[src/rtl/mem_port_arbiter.sv]
// Shares the single data-cache request port between issued memory uops and the committed store-buffer drain.
// Define MEM_ARB_PERF_EN to add the perf_loads / perf_stores / perf_port_stall counters.
//
// state  | meaning
// -------+------------------------------------------------------------
// S_IDLE | no access in flight; grants the issue uop or the drain store
// S_REQ  | captured access presented on the cache port until accepted
// S_WAIT | load accepted by the cache, waiting for its response

module mem_port_arbiter #(
    parameter int ADDR_W       = 32,
    parameter int DATA_W       = 32,
    parameter int TAG_W        = 6,
    parameter int STARVE_LIMIT = 8
) (
    input  logic              clock,
    input  logic              reset,

    input  logic              iss_valid,
    input  logic              iss_is_store,
    input  logic              iss_unsigned,
    input  logic [1:0]        iss_size,
    input  logic [ADDR_W-1:0] iss_addr,
    input  logic [DATA_W-1:0] iss_wdata,
    input  logic [TAG_W-1:0]  iss_prf_index,
    output logic              ex_busy,

    input  logic              sb_valid,
    input  logic [ADDR_W-1:0] sb_addr,
    input  logic [DATA_W-1:0] sb_wdata,
    input  logic [1:0]        sb_size,
    output logic              sb_ready,

    input  logic              flush,

    output logic              dc_req_valid,
    input  logic              dc_req_ready,
    output logic              dc_req_we,
    output logic [ADDR_W-1:0] dc_req_addr,
    output logic [DATA_W-1:0] dc_req_wdata,
    output logic [1:0]        dc_req_size,
    input  logic              dc_resp_valid,
    input  logic [DATA_W-1:0] dc_resp_rdata,

    output logic              wb_valid,
    output logic [TAG_W-1:0]  wb_prf_index,
    output logic [DATA_W-1:0] wb_data
`ifdef MEM_ARB_PERF_EN
    ,
    output logic [31:0]       perf_loads,
    output logic [31:0]       perf_stores,
    output logic [31:0]       perf_port_stall
`endif
);

    typedef enum logic [1:0] {
        S_IDLE = 2'd0,
        S_REQ  = 2'd1,
        S_WAIT = 2'd2
    } state_t;

    state_t            state_q, state_d;
    logic              we_q, we_d;
    logic [ADDR_W-1:0] addr_q, addr_d;
    logic [DATA_W-1:0] wdata_q, wdata_d;
    logic [1:0]        size_q, size_d;
    logic              uns_q, uns_d;
    logic [TAG_W-1:0]  prf_q, prf_d;
    logic              kill_q, kill_d;
    logic              src_q, src_d;
    logic [7:0]        starve_q, starve_d;
    logic              wb_valid_q, wb_valid_d;
    logic [TAG_W-1:0]  wb_prf_q, wb_prf_d;
    logic [DATA_W-1:0] wb_data_q, wb_data_d;

    logic              starving;
    logic              grant_iss;
    logic              grant_sb;
    logic [7:0]        ld_byte;
    logic [15:0]       ld_half;
    logic [DATA_W-1:0] load_data;

    assign starving  = (starve_q == 8'(STARVE_LIMIT));
    assign ex_busy   = (state_q != S_IDLE) | (starving & sb_valid);
    assign grant_iss = (state_q == S_IDLE) & iss_valid & ~ex_busy & ~flush;
    assign grant_sb  = (state_q == S_IDLE) & ~grant_iss & sb_valid & ~reset;

    // Cache returns the whole aligned word; pick the lane and extend.
    always_comb begin
        ld_byte = dc_resp_rdata[7:0];
        case (addr_q[1:0])
            2'b00:   ld_byte = dc_resp_rdata[7:0];
            2'b01:   ld_byte = dc_resp_rdata[15:8];
            2'b10:   ld_byte = dc_resp_rdata[23:16];
            default: ld_byte = dc_resp_rdata[31:24];
        endcase
        ld_half = addr_q[1] ? dc_resp_rdata[31:16] : dc_resp_rdata[15:0];
        case (size_q)
            2'b00:   load_data = {{(DATA_W-8){ld_byte[7] & ~uns_q}}, ld_byte};
            2'b01:   load_data = {{(DATA_W-16){ld_half[15] & ~uns_q}}, ld_half};
            default: load_data = dc_resp_rdata;
        endcase
    end

    always_comb begin
        state_d      = state_q;
        we_d         = we_q;
        addr_d       = addr_q;
        wdata_d      = wdata_q;
        size_d       = size_q;
        uns_d        = uns_q;
        prf_d        = prf_q;
        kill_d       = kill_q;
        src_d        = src_q;
        wb_valid_d   = 1'b0;
        wb_prf_d     = wb_prf_q;
        wb_data_d    = wb_data_q;
        sb_ready     = 1'b0;
        dc_req_valid = 1'b0;

        case (state_q)
            S_IDLE: begin
                if (grant_iss) begin
                    we_d    = iss_is_store;
                    addr_d  = iss_addr;
                    wdata_d = iss_wdata;
                    size_d  = iss_size;
                    uns_d   = iss_unsigned;
                    prf_d   = iss_prf_index;
                    src_d   = 1'b0;
                    kill_d  = 1'b0;
                    state_d = S_REQ;
                end else if (grant_sb) begin
                    we_d     = 1'b1;
                    addr_d   = sb_addr;
                    wdata_d  = sb_wdata;
                    size_d   = sb_size;
                    uns_d    = 1'b0;
                    src_d    = 1'b1;
                    kill_d   = 1'b0;
                    sb_ready = 1'b1;
                    state_d  = S_REQ;
                end
            end
            S_REQ: begin
                dc_req_valid = 1'b1;
                // Drain stores are architecturally committed; flush never touches them.
                if (flush & ~we_q & ~src_q) begin
                    kill_d = 1'b1;
                end
                if (dc_req_ready) begin
                    state_d = we_q ? S_IDLE : S_WAIT;
                end
            end
            S_WAIT: begin
                if (flush) begin
                    kill_d = 1'b1;
                end
                if (dc_resp_valid) begin
                    wb_valid_d = ~(kill_q | flush);
                    wb_prf_d   = prf_q;
                    wb_data_d  = load_data;
                    state_d    = S_IDLE;
                end
            end
            default: begin
                state_d = S_IDLE;
            end
        endcase

        if (sb_valid & ~sb_ready) begin
            starve_d = starving ? starve_q : starve_q + 8'd1;
        end else begin
            starve_d = 8'd0;
        end
    end

    always_ff @(posedge clock) begin
        if (reset) begin
            state_q    <= S_IDLE;
            we_q       <= 1'b0;
            addr_q     <= '0;
            wdata_q    <= '0;
            size_q     <= 2'b00;
            uns_q      <= 1'b0;
            prf_q      <= '0;
            kill_q     <= 1'b0;
            src_q      <= 1'b0;
            starve_q   <= 8'd0;
            wb_valid_q <= 1'b0;
            wb_prf_q   <= '0;
            wb_data_q  <= '0;
        end else begin
            state_q    <= state_d;
            we_q       <= we_d;
            addr_q     <= addr_d;
            wdata_q    <= wdata_d;
            size_q     <= size_d;
            uns_q      <= uns_d;
            prf_q      <= prf_d;
            kill_q     <= kill_d;
            src_q      <= src_d;
            starve_q   <= starve_d;
            wb_valid_q <= wb_valid_d;
            wb_prf_q   <= wb_prf_d;
            wb_data_q  <= wb_data_d;
        end
    end

    assign dc_req_we    = we_q;
    assign dc_req_addr  = addr_q;
    assign dc_req_wdata = wdata_q;
    assign dc_req_size  = size_q;
    assign wb_valid     = wb_valid_q;
    assign wb_prf_index = wb_prf_q;
    assign wb_data      = wb_data_q;

`ifdef MEM_ARB_PERF_EN
    logic [31:0] perf_loads_q;
    logic [31:0] perf_stores_q;
    logic [31:0] perf_stall_q;

    always_ff @(posedge clock) begin
        if (reset) begin
            perf_loads_q  <= 32'd0;
            perf_stores_q <= 32'd0;
            perf_stall_q  <= 32'd0;
        end else begin
            if ((state_q == S_WAIT) && dc_resp_valid) begin
                perf_loads_q <= perf_loads_q + 32'd1;
            end
            if ((state_q == S_REQ) && dc_req_ready && we_q) begin
                perf_stores_q <= perf_stores_q + 32'd1;
            end
            if ((state_q == S_REQ) && !dc_req_ready) begin
                perf_stall_q <= perf_stall_q + 32'd1;
            end
        end
    end

    assign perf_loads      = perf_loads_q;
    assign perf_stores     = perf_stores_q;
    assign perf_port_stall = perf_stall_q;
`endif

endmodule

[config.mk]
export PLATFORM = sky130hd
export DESIGN_NAME = mem_port_arbiter
export DESIGN_NICKNAME = d
export VERILOG_FILES = /design/src/rtl/mem_port_arbiter.sv
export SDC_FILE = /design/constraint.sdc
export NUM_CORES = 1
export LEC_CHECK = 0
export CORE_ASPECT_RATIO = 2
export CORE_UTILIZATION = 42
export CTS_BUF_LIST = sky130_fd_sc_hd__clkbuf_2
export CTS_CLUSTER_SIZE = 8
export DETAILED_ROUTE_END_ITERATION = 12
export GPL_TIMING_DRIVEN = 0
export PLACE_DENSITY = 0.91
export REMOVE_ABC_BUFFERS = 1
export SYNTH_ARGS = -nofsm -noshare
export SYNTH_HDL_FRONTEND = slang
export SYNTH_SLANG_ARGS = --single-unit
[constraint.sdc]
create_clock -name clock -period 2 [get_ports clock]
set_input_delay 0.4 -clock clock [delete_from_list [all_inputs] [get_ports clock]]
set_output_delay 0.4 -clock clock [all_outputs]
set_load 0.005 [all_outputs]
; ---- Word level (Yosys, flattened, before mapping)
; Cells that the tools add are included.
[op_classes]
n_addsub = 1
n_mul = 0
n_div = 0
n_lt_le_gt_ge = 0
eq_ne = 11
n_shift = 0
n_mux = 28
n_bitwise = 26
n_reduce_logical = 13
[ops]
columns = op, n
row1 = 2-to-1 mux 32 bit, 4
row2 = case mux 32 bit (2 select lines), 1
row3 = case mux 8 bit (3 select lines), 1
row4 = 2-to-1 mux 16 bit, 1
row5 = 2-to-1 mux 2 bit, 7
row6 = bitwise AND 1 bit, 12
row7 = 2-to-1 mux 1 bit, 12
row8 = NOT 1 bit, 12
row9 = adder 8 x 1 -> 8 bit (second input constant), 1
row10 = == test 8 x 4 -> 1 bit (second input constant), 1
row11 = != test 2 bit (second input constant), 4
row12 = == test 2 x 1 -> 1 bit (second input constant), 3
row13 = zero test 2 bit, 3
row14 = case mux 2 bit (3 select lines), 1
row15 = AND reduction 2 bit, 3
row16 = == test 2 bit (second input constant), 2
row17 = AND reduction 4 bit, 1
row18 = nonzero test 2 bit, 2
row19 = != test 3 bit (second input constant), 1
row20 = case mux 1 bit (3 select lines), 1
row21 = AND reduction 3 bit, 1
row22 = nonzero test 3 bit, 1
row23 = OR reduction 3 bit, 1
row24 = bitwise OR 1 bit, 2
row25 = OR reduction 2 bit, 1
[totals]
register_bits = 125
latchBits = 0
ramBits = 0
rom_bits = 0
inputBits = 179
output_inout_bits = 109
elab_cells = 92
mem_count = 0

; ---- Longest topological paths before layout
[depth]
word_depth = 17
depth_mapped = 8

; ---- Worst setup path before layout
; No wires, ideal clock.
[synth_path]
kind = reg-to-output
start = reg starve_q[0]
end = out sb_ready
t_arrival_ns = 1.495
required_ns = 1.600
path_slack_ns = 0.105
path_stages_with_launch = 6
cell_sequence = dfxtp_1 > inv_1 > ha_1 > nor4bb_1 > nand2_1 > a21oi_1
[synth_between]
elab_chain_len = 13
[synth_rtl]
columns = item, line_no
row1 = from (decl), 71  ; logic [7:0] starve_q, starve_d;
row2 = from (signal assigned), 203  ; starve_q <= starve_d;
row3 = == test 8 x 4 -> 1 bit *, 83  ; assign starving = (starve_q == 8'(STARVE_LIMIT));
row4 = bitwise AND 1 bit *, 84  ; assign ex_busy = (state_q != S_IDLE) | (starving & sb_valid);
row5 = bitwise OR 1 bit *, 84
row6 = NOT 1 bit *, 85  ; assign grant_iss = (state_q == S_IDLE) & iss_valid & ~ex_busy & ~flush;
row7 = bitwise AND 1 bit * (2 in a row), 85
row8 = NOT 1 bit, 86  ; assign grant_sb = (state_q == S_IDLE) & ~grant_iss & sb_valid & ~reset;
row9 = bitwise AND 1 bit (3 in a row), 86
row10 = 2-to-1 mux 1 bit, 133  ; end else if (grant_sb) begin
row11 = 2-to-1 mux 1 bit *, 123  ; if (grant_iss) begin
row12 = 2-to-1 mux 1 bit *, 121  ; case (state_q)
row13 = to (decl), 32  ; output logic sb_ready,
; Every way passes the cells marked *; elsewhere a longest branch is shown, timed or not.

; ---- Worst setup path after layout
; Ends and elaborated chain as after synthesis.

==> key figures <==
Timing
  – Worst Skew: 0.0457 ns
  – Actual slew at the worst max-slew pin: 0.992 ns
  – FMAX: 406 MHz
  – Unrepaired setup endpoints after global routing: yes
  – Max-slew violations: 0
  – Final Hold Viols: 0
  – Fin crit share: 1.23
  – Rel. slew slack: 0.337
  – Tmin final: 2.47 ns
  – Final setup vio count: 82
  – Post-route setup slack: -0.465 ns

Clocking
  – Worst-Skew Late Latency: 0.72 ns
  – Bufs on Longest Clock Path: 2
  – H-tree levels: 4
  – Number of CTS-inserted buffers: 17
  – Root Driver: clkbuf_2
  – Clock Pin Slew Worst Setup and Hold Paths: 0.22 ns
  – CTS sink count: 125
  – Hold buffers post-CTS: 0
  – CTS tree: built

Critical path
  – Kind of start point of the critical path: flip-flop
  – Arrival @ worst endpoint: 2.07 ns
  – CP Class: reg -> out
  – Worst Path Required: 1.60 ns
  – Worst Path Max Fanout: 3
  – Setup crit end kind: primary output

Finish
  – P&R area growth vs syn: 85.2%
  – Share of post-route cells with drive strength above 1: 0.300
  – Non-filler instance count after layout: 1,264
  – Nets: 1,248
  – Commonest non-fill, non-tap cell in the layout: clkdlybuf4s50_1
  – Most frequent cells in the layout: clkdlybuf4s50_1, nand2_1, dfxtp_2
  – Finished Core Util: 0.801

Pwr
  – Sw frac: 0.348
  – Clock power frac: 0.264
  – Lkg Pwr: 4.62 nW
  – Comb power frac: 0.362
  – Net Switching: 2.69 mW
  – Cell Int Power: 5.04 mW
  – Flop pwr share: 0.375
  – Worst ir drop on vdd: 0.511 mV
  – PwrDens: 710 nW/um^2

Synthesis
  – Synthesized area: 5880 um^2
  – Post-synthesis async set-or-reset flop share: 0
  – Flops & latches, synth: 125
  – Sequential area share after synthesis: 0.426
  – Mean Syn Cell Area: 7.99 um^2
  – Yosys warnings: 0
  – Synth Flop Type: dfxtp_1
  – Cells after Synth: 736
  – EDFF count, synth: 0
  – Synth unique cells: 44

Placed design
  – Placed cells: 1,144
  – HPWL after DPL: 14,800 um
  – IO Port Bufs: 287
  – GP Congestion: 0.847

GRT
  – First-pass GRT wire length: 39,600 um
  – Total GRT Usage: 0.357
  – Vias in the first global route: 7,485
  – GRT overflow: 0
  – Antenna violations before repair: 1
  – Largest net degree at the start of global routing: 85

Detailed routing
  – Final ANT Viol Nets: 0
  – Vias/cell: 6.33
  – Vias: 8,000
  – Drt pass-1 iters: 5
  – Routed wire length: 31,500 um
  – Drt drc: 0
  – DR iter-0 viols: 833
  – WL per Instance: 24.9 um

Hold path
  – Hold Crit Class: in -> reg

Floorplanning
  – Starting density of the core: 0.433
  – Total Die Area: 14,500 um^2
  – Die span in y: 169 um
  – Rows: 60
  – IO Count: 288
  – Core Region: 13,600 um^2
  – Die X: 85.7 um

Run status
  – Status: complete, but fails checks
  – Failing checks: negative setup slack

Run
  – Max_cap viols: 0
## path summary, 6_finish.rpt
| kind | from | end | slack (ns) | cells past startpoint |
|---|---|---|---|---|
| max | starve_q[0]$_SDFFE_PP0P_ | sb_ready | -0.47 | 6 |
| min | reset | prf_q[3]$_SDFFE_PP0P_ | 0.13 | 2 |
| max reg2reg | starve_q[0]$_SDFFE_PP0P_ | starve_q[4]$_SDFFE_PP0P_ | -0.44 | 14 |
| min reg2reg | wb_prf_index[0]$_SDFFE_PP0P_ | wb_prf_index[0]$_SDFFE_PP0P_ | 0.47 | 2 |
## worst max-delay path, stage by stage (launching register included)
cell and delay (ns):
dfxtp_4 0.39, inv_4 0.07, ha_4 0.12, nor4bb_4 0.32
nand2_2 0.13, a21oi_2 0.20, buf_2 0.15
## power groups by stage
stage / registers [mW] / logic, mW / clock network, mW
final: 2.90 / 2.80 / 2.04
after global routing: 2.92 / 2.90 / 2.12
after CTS: 2.88 / 2.23 / 2.02
after detailed placement: 2.96 / 1.92 / 0
after global placement: 2.96 / 1.88 / 0
after floorplan: 2.94 / 0.772 / 0
## per-stage QoR
step | cell area (um^2) | total power [mW] | setup slack [ns] | hold slack [ns] | setup TNS (ns)
finish | 10900 | 7.73 | -0.465 | 0.125 | -18.34
global route | 10900 | 7.93 | -0.515 | 0.113 | -22.37
CTS | 9810 | 7.13 | -0.360 | 0.0771 | -1.99
detailed placement | 8830 | 4.88 | -1.84 | 0.416 | -115.64
global placement | 8680 | 4.84 | -11.62 | 0.410 | -947.60
floorplan | 5580 | 3.71 | -3.31 | 0.398 | -241.62
## cell usage after synthesis, types with 2 or more instances
library cell  number  share of area
a221oi_1           2         0.0030
a21o_1             7         0.0089
a21oi_1           50          0.043
buf_6              2         0.0038
o31ai_1            6         0.0077
nand2_1           98          0.063
nor2b_1            5         0.0053
a311oi_1          69           0.10
a211o_1            7          0.010
and3_1             2         0.0021
ha_1               5          0.011
a22oi_1            7         0.0089
nor3_1             2         0.0017
a211oi_1          26          0.033
mux2i_1            3         0.0051
nor3b_1            2         0.0026
nor2_1            97          0.062
or3_1              9         0.0096
buf_2             14          0.012
nand3b_1           6         0.0077
and3b_1            7          0.010
o21ai_0            7         0.0060
clkbuf_1          50          0.032
a22o_1             7          0.010
dfxtp_1          125           0.43
nand2b_1          10          0.011
xor2_1             5         0.0074
nand3_1           78          0.066
buf_1              3         0.0019
inv_1             11         0.0070
## cell families (layout without fill, tap and decap cells)
group / count (synthesis) / count (layout) / synth area share
buf+inv: 81 / 417 / 0.0579
fa+ha+maj: 5 / 5 / 0.0106
flops: 125 / 125 / 0.426
other cells: 0 / 1 / 0
xor+xnor: 6 / 6 / 0.00894
simple gates: 321 / 325 / 0.248
compound gates: 195 / 196 / 0.243
mux: 3 / 3 / 0.00511
## state kept, by name (all words and copies together), names as in the netlist
register      flops
dc_req_addr      32
src_q             1
dc_req_we         1
starve_q          8
uns_q             1
kill_q            1
prf_q             6
dc_req_wdata     32
wb_prf_index      6
dc_req_size       2
wb_valid          1
wb_data          32
state_q           2
## cell type report
type,instances,area (um^2)
fillers,784,2700
multi-input cells,535,3740
flip-flops and latches,125,2650
clock buffers,18,90.1
repair buffers,374,3920
diodes,1,2.50
well taps,186,233
inverters,11,46.3
clock inverters,14,216
## repair_timing
action / CTS / global route
endpoints found under the setup margin: 226 / 111
cloned: 7 / 15
resized for setup: 232 / 152
buffers inserted: 48 / 23
pin swaps: 16 / 46
## per-layer routing
| metal | global-route usage | share of wire | routed length, um |
|---|---|---|---|
| met5 | 0 | 0 | 0 |
| met3 | 0.0895 | 0.091 | 2860 |
| met4 | 0.234 | 0.089 | 2790 |
| met1 | 0.354 | 0.31 | 9890 |
| met2 | 0.646 | 0.51 | 16000 |
Note: power is estimated with default switching activity, not from simulation.
